--- src/rtl/config_writer.sv ---
// config_writer: persists the video configuration byte into SRAM.
//
// Captures the boot VGA/scanline settings when pwon_reset falls, applies toggle
// pulses to a shadow copy and writes the shadow byte to the config location over
// the byte-addressed SRAM port after an arbiter grant.
//
// Optional feature macro: CONFIG_WRITER_VERIFY_EN builds the read-back
// verify/retry path and the sticky error flag.
//
// Ports:
//   clk, rst_n              clock, asynchronous active-low reset
//   pwon_reset              high while the config reader owns SRAM
//   vga_on_in               boot value of the VGA mode bit
//   scanlines_off_in        boot value of the scanline-disable bit
//   toggle_vga              one-cycle pulse inverting the VGA mode
//   toggle_scanlines        one-cycle pulse inverting the scanline setting
//   bus_req / bus_gnt       SRAM port request / arbiter grant
//   sram_addr               21-bit byte address (config location while requesting)
//   sram_we_n, sram_oe_n    active-low write strobe / output enable
//   sram_data_out           byte written
//   sram_data_in            byte read back (verify build only)
//   vga_on, scanlines_off   live shadow settings
//   busy                    FSM not idle
//   error                   sticky verify failure
module config_writer #(
  parameter int unsigned SETUP_CYCLES = 1,
  parameter int unsigned WE_CYCLES    = 2,
  parameter int unsigned MAX_RETRIES  = 3
) (
  input  logic        clk,
  input  logic        rst_n,
  input  logic        pwon_reset,
  input  logic        vga_on_in,
  input  logic        scanlines_off_in,
  input  logic        toggle_vga,
  input  logic        toggle_scanlines,
  output logic        bus_req,
  input  logic        bus_gnt,
  output logic [20:0] sram_addr,
  output logic        sram_we_n,
  output logic        sram_oe_n,
  output logic [7:0]  sram_data_out,
  input  logic [7:0]  sram_data_in,
  output logic        vga_on,
  output logic        scanlines_off,
  output logic        busy,
  output logic        error
);

  localparam logic [20:0] CfgAddr = 21'h008FD5;

  typedef enum logic [2:0] {
    StIdle, StReq, StSetup, StWrite, StRecover, StVerify, StCheck
  } state_e;

  state_e      state_q, state_d;
  logic [3:0]  cnt_q, cnt_d;
  logic        pwon_q, captured_q, captured_d;
  logic        vga_q, vga_d, soff_q, soff_d;
  logic        dirty_q, dirty_d;
  logic [7:0]  wbyte_q, wbyte_d;
  logic        bus_req_q, we_n_q, oe_n_d, oe_n_q;
  logic [20:0] addr_q;
  logic [7:0]  data_q;
  logic        retry_ok, verify_match;
  logic        error_set, retry_inc, retry_clr, rd_load;

`ifdef CONFIG_WRITER_VERIFY_EN
  logic [2:0] retry_q;
  logic [7:0] rd_q;
  logic       error_q;

  assign retry_ok     = retry_q < 3'(MAX_RETRIES);
  assign verify_match = rd_q == wbyte_q;
`else
  logic [7:0] unused_data_in;
  logic [2:0] unused_max_retries;

  assign unused_data_in     = sram_data_in;
  assign unused_max_retries = 3'(MAX_RETRIES);
  assign retry_ok           = 1'b0;
  assign verify_match       = 1'b1;
`endif

  always_comb begin
    state_d    = state_q;
    cnt_d      = cnt_q;
    captured_d = captured_q;
    vga_d      = vga_q;
    soff_d     = soff_q;
    dirty_d    = dirty_q;
    wbyte_d    = wbyte_q;
    error_set  = 1'b0;
    retry_inc  = 1'b0;
    retry_clr  = 1'b0;
    rd_load    = 1'b0;

    // Aborting on grant loss takes priority over every in-flight transition.
    if ((state_q != StIdle) && (state_q != StReq) && !bus_gnt) begin
      state_d = StReq;
      cnt_d   = '0;
      dirty_d = 1'b1;
    end else begin
      unique case (state_q)
        StIdle: begin
          if (dirty_q) begin
            wbyte_d = {6'b0, ~soff_q, vga_q};
            dirty_d = 1'b0;
            state_d = StReq;
          end
        end
        StReq: begin
          if (bus_gnt) begin
            state_d = StSetup;
            cnt_d   = '0;
          end
        end
        StSetup: begin
          if (cnt_q == 4'(SETUP_CYCLES - 1)) begin
            state_d = StWrite;
            cnt_d   = '0;
          end else begin
            cnt_d = cnt_q + 4'd1;
          end
        end
        StWrite: begin
          if (cnt_q == 4'(WE_CYCLES - 1)) begin
            state_d = StRecover;
            cnt_d   = '0;
          end else begin
            cnt_d = cnt_q + 4'd1;
          end
        end
        StRecover: begin
`ifdef CONFIG_WRITER_VERIFY_EN
          state_d = StVerify;
`else
          state_d = StIdle;
`endif
          cnt_d = '0;
        end
        StVerify: begin
          // Read data is captured on the edge that ends the second OE cycle.
          if (cnt_q == 4'd1) begin
            rd_load = 1'b1;
            state_d = StCheck;
            cnt_d   = '0;
          end else begin
            cnt_d = cnt_q + 4'd1;
          end
        end
        StCheck: begin
          if (verify_match) begin
            retry_clr = 1'b1;
            state_d   = StIdle;
          end else if (retry_ok) begin
            retry_inc = 1'b1;
            state_d   = StSetup;
            cnt_d     = '0;
          end else begin
            error_set = 1'b1;
            retry_clr = 1'b1;
            state_d   = StIdle;
          end
        end
        default: state_d = StIdle;
      endcase
    end

    // Shadow: capture on the sampled fall of pwon_reset, then toggles.
    if (pwon_q && !pwon_reset) begin
      vga_d      = vga_on_in;
      soff_d     = scanlines_off_in;
      captured_d = 1'b1;
    end else if (captured_q && !pwon_reset && (toggle_vga || toggle_scanlines)) begin
      vga_d   = vga_q ^ toggle_vga;
      soff_d  = soff_q ^ toggle_scanlines;
      // Re-arms even in the cycle IDLE latches, so late toggles get their own write.
      dirty_d = 1'b1;
    end

    oe_n_d = (state_d != StVerify);
  end

  always_ff @(posedge clk or negedge rst_n) begin
    if (!rst_n) begin
      state_q    <= StIdle;
      cnt_q      <= '0;
      pwon_q     <= 1'b0;
      captured_q <= 1'b0;
      vga_q      <= 1'b0;
      soff_q     <= 1'b1;
      dirty_q    <= 1'b0;
      wbyte_q    <= '0;
      bus_req_q  <= 1'b0;
      addr_q     <= '0;
      we_n_q     <= 1'b1;
      oe_n_q     <= 1'b1;
      data_q     <= '0;
    end else begin
      state_q    <= state_d;
      cnt_q      <= cnt_d;
      pwon_q     <= pwon_reset;
      captured_q <= captured_d;
      vga_q      <= vga_d;
      soff_q     <= soff_d;
      dirty_q    <= dirty_d;
      wbyte_q    <= wbyte_d;
      bus_req_q  <= (state_d != StIdle);
      addr_q     <= (state_d != StIdle) ? CfgAddr : '0;
      we_n_q     <= (state_d != StWrite);
      oe_n_q     <= oe_n_d;
      data_q     <= ((state_d == StSetup) || (state_d == StWrite) || (state_d == StRecover))
                    ? wbyte_d : '0;
    end
  end

`ifdef CONFIG_WRITER_VERIFY_EN
  always_ff @(posedge clk or negedge rst_n) begin
    if (!rst_n) begin
      retry_q <= '0;
      rd_q    <= '0;
      error_q <= 1'b0;
    end else begin
      if (rd_load)        rd_q    <= sram_data_in;
      if (retry_clr)      retry_q <= '0;
      else if (retry_inc) retry_q <= retry_q + 3'd1;
      if (error_set)      error_q <= 1'b1;
    end
  end

  assign sram_oe_n = oe_n_q;
  assign error     = error_q;
`else
  logic unused_oe_n;
  logic unused_verify;

  assign unused_oe_n   = oe_n_q;
  assign unused_verify = ^{error_set, retry_inc, retry_clr, rd_load, retry_ok, verify_match};
  assign sram_oe_n     = 1'b1;
  assign error         = 1'b0;
`endif

  assign bus_req       = bus_req_q;
  assign busy          = bus_req_q;
  assign sram_addr     = addr_q;
  // Grant loss releases the strobe combinationally, ahead of the registered abort.
  assign sram_we_n     = we_n_q | ~bus_gnt;
  assign sram_data_out = data_q;
  assign vga_on        = vga_q;
  assign scanlines_off = soff_q;

endmodule

--- config.mk ---
export PLATFORM = sky130hd
export DESIGN_NAME = config_writer
export DESIGN_NICKNAME = d
export VERILOG_FILES = /design/src/rtl/config_writer.sv
export SDC_FILE = /design/constraint.sdc
export NUM_CORES = 1
export LEC_CHECK = 0
export ABC_AREA = 1
export CORE_MARGIN = 3
export CORE_UTILIZATION = 45
export CTS_CLUSTER_DIAMETER = 40
export CTS_CLUSTER_SIZE = 30
export DETAILED_ROUTE_END_ITERATION = 16
export DONT_BUFFER_PORTS = 1
export PLACE_DENSITY = 0.66
export SYNTH_ARGS = -nofsm -noshare
export SYNTH_HDL_FRONTEND = slang
export SYNTH_SLANG_ARGS = --single-unit
--- constraint.sdc ---
create_clock -name clk -period 1.7 [get_ports clk]
set_input_delay 0.34 -clock clk [delete_from_list [all_inputs] [get_ports clk]]
set_output_delay 0.34 -clock clk [all_outputs]
set_load 0.1 [all_outputs]
==> out/summary.txt <==
status -> finished, final reports clean
dpl hpwl -> 2131 um
Port Buf Inserts -> 0
layout cells sized above 1 -> 0.3102
antenna violations before repair -> 0
Critical Path, Cell by Cell -> buf_4
nets@finish -> 206
most frequent cells in the layout -> nand2_1, dfrtp_1, inv_1
Filler Cells Inserted -> 303
Max-slew headroom -> 0.6275
antenna cells -> 0
CTS Root Cell -> clkbuf_4
DRC errors left -> 0
vias in the first global route -> 1105
DP Area -> 1652 um2
Post-Synthesis Cells -> 175
Core Footprint -> 3390 um2
drt pass-1 iters -> 4
Total Wirelength -> 2940 um
largest net degree at the start of global routing -> 31
H-tree depth -> 2
CP endpoint kind -> primary output
IO Count -> 52
Slowest cell on crit path -> buf_4
synth unique cells -> 31
Critical Path RT -> 1.36 ns
clock-pin slew of the registers on the worst-case setup and hold paths -> 0.09 ns
Iteration-0 DRC Markers -> 41
critical path arrival -> 1.30 ns
final hold slack -> 0.03136 ns
DR WL/cell -> 12.62 um
Tightest Pin Transition -> 0.5588 ns
die height -> 65.61 um
critical path class -> register to primary output
Final Hold Fails -> 0
max-slew violations -> 0
clk buf depth -> 2
Max Clock Freq -> 610.1 MHz
startpoint types -> register
Min-Delay Path Class -> input port to register
CTS sink cnt -> 30
register area share after synthesis -> 0.4710
first-pass GRT wire length -> 4685 um
synthesized flop and latch total -> 30
CTS tree -> yes
synthesized area -> 1599 um2
min cycle time layout -> 1.639 ns
Chip Width -> 65.61 um
vias post-DR -> 1126
vias per inst -> 4.833
final cell count without fillers -> 233
dpl cells -> 220
Row Count -> 21
design area -> 1836 um2
Post-DRT Antenna Nets -> 0
Worst Path Buf+Inv -> 1
Synth warnings -> 0
Tot GR Track Use -> 0.1462
max cap viols -> 0
commonest non-fill, non-tap cell in the layout -> nand2_1
TritonCTS Buffers -> 5
gr ovfl total -> 0
final setup margin -> 0.06086 ns
Area Overhead vs Synth -> 14.79%
Worst Path Max Fanout -> 3
starting density of the core -> 0.4718
clock skew -> 0.007846 ns
clk_lat worst skew -> 0.33 ns
CP peak stage delay -> 0.49 ns
period utilization -> 0.9642
Setup WS pre-CTS -> 0.03259 ns
CP delay by family, top -> buffers and inverters
full die area -> 4305 um2
Setup violations, final -> 0
GPL Wtd Cong -> 0.8697
Mean Syn Cell Area -> 9.137 um2
[final cells by class]
| type | count | area, um2 | area share |
|---|---|---|---|
| Clock inverter | 2 | 12.51 | 0.006817 |
| Clock buffer | 6 | 51.30 | 0.02795 |
| Tap cell | 46 | 57.56 | 0.03136 |
| Inverter | 24 | 90.09 | 0.04908 |
| Sequential cell | 30 | 758.2 | 0.4131 |
| Timing Repair Buffer | 17 | 182.7 | 0.09952 |
| Multi-Input combinational cell | 108 | 683.2 | 0.3722 |
[state kept, by name, summed over array words and instances (netlist names), 3 cells and up]
register / flops
wbyte_q: 8
state_q: 3
cnt_q: 4
sram_data_out: 8
[per-stage QoR]
step | TNS (ns) | util
floorplan | 0 | -
global placement | 0 | 0.4873
global route | -0.06822 | 0.5415
CTS | 0 | 0.5150
detailed placement | 0 | 0.4873
finish | 0 | 0.5415
[per-layer routing]
metal	global-route usage	part of all wire	vias to the layer above	wire length [um]
met2	0.2415	0.50	51	1474
met5	0	0	-	0
met1	0.1606	0.39	527	1148
met3	0.05470	0.084	9	248
li1	-	-	539	-
met4	0.08290	0.023	0	68
[repair_timing]
| item | CTS | global route |
|---|---|---|
| buffers inserted | 0 | 3 |
| setup endpoints to repair | 0 | 8 |
| gates resized for setup | 0 | 18 |
| endpoints found under the hold margin | 30 | 0 |
| hold buffers | 2 | 0 |
[Yosys cell counts]
cell type / n / area [um2]
o21bai_1: 1 / 7.510
nand3_2: 1 / 10.01
dfrtp_1: 28 / 700.7
o211ai_1: 2 / 15.01
nand3_1: 7 / 35.03
nor2_4: 1 / 11.26
xor2_1: 1 / 8.760
nand4_4: 1 / 21.27
inv_1: 22 / 82.58
nor3_1: 3 / 15.01
a21oi_1: 10 / 50.05
nor3b_2: 1 / 12.51
nand2_4: 2 / 22.52
inv_2: 2 / 7.510
ha_1: 4 / 50.05
nor2_8: 2 / 40.04
o21ai_0: 8 / 40.04
dfstp_2: 2 / 52.55
nor2_2: 4 / 25.02
nand2_2: 1 / 6.260
xnor2_1: 2 / 17.52
or2_2: 1 / 6.260
nand4_1: 1 / 6.260
nor2_1: 10 / 37.54
or2_0: 1 / 6.260
nand2_1: 28 / 105.1
a22oi_1: 1 / 7.510
buf_4: 24 / 180.2
conb_1: 2 / 7.510
o21ai_1: 1 / 5.000
o22ai_1: 1 / 6.260
[final timing paths]
check | start | cells after the start | endpoint | slack, ns
min in group asynchronous | rst_n | 2 | sram_data_out[5] | 0.44
worst min register to register | wbyte_q[2] | 2 | wbyte_q[2] | 0.47
max in group asynchronous | rst_n | 2 | we_n_q | 1.03
worst min-delay path | pwon_reset | 0 | pwon_q | 0.03
worst max register to register | cnt_q[0] | 9 | sram_data_out[0] | 0.12
worst max-delay path | sram_addr[11] | 1 | sram_addr[10] | 0.06
[kinds of logic (layout without fill, tap and decap cells)]
group | count (synthesis) | in the layout | synth area share
adders and majority gates | 4 | 4 | 0.03130
and+or+nand+nor | 64 | 64 | 0.2254
AOI/OAI and AO/OA | 24 | 24 | 0.08216
DFF | 30 | 30 | 0.4710
other | 2 | 13 | 0.004697
buffers and inverters | 48 | 49 | 0.1690
xor gates and xnor gates | 3 | 3 | 0.01643
Power is left out: the tool's default activity adds up to more than one toggle a clock period on the data nets, which glitch-free logic cannot reach.
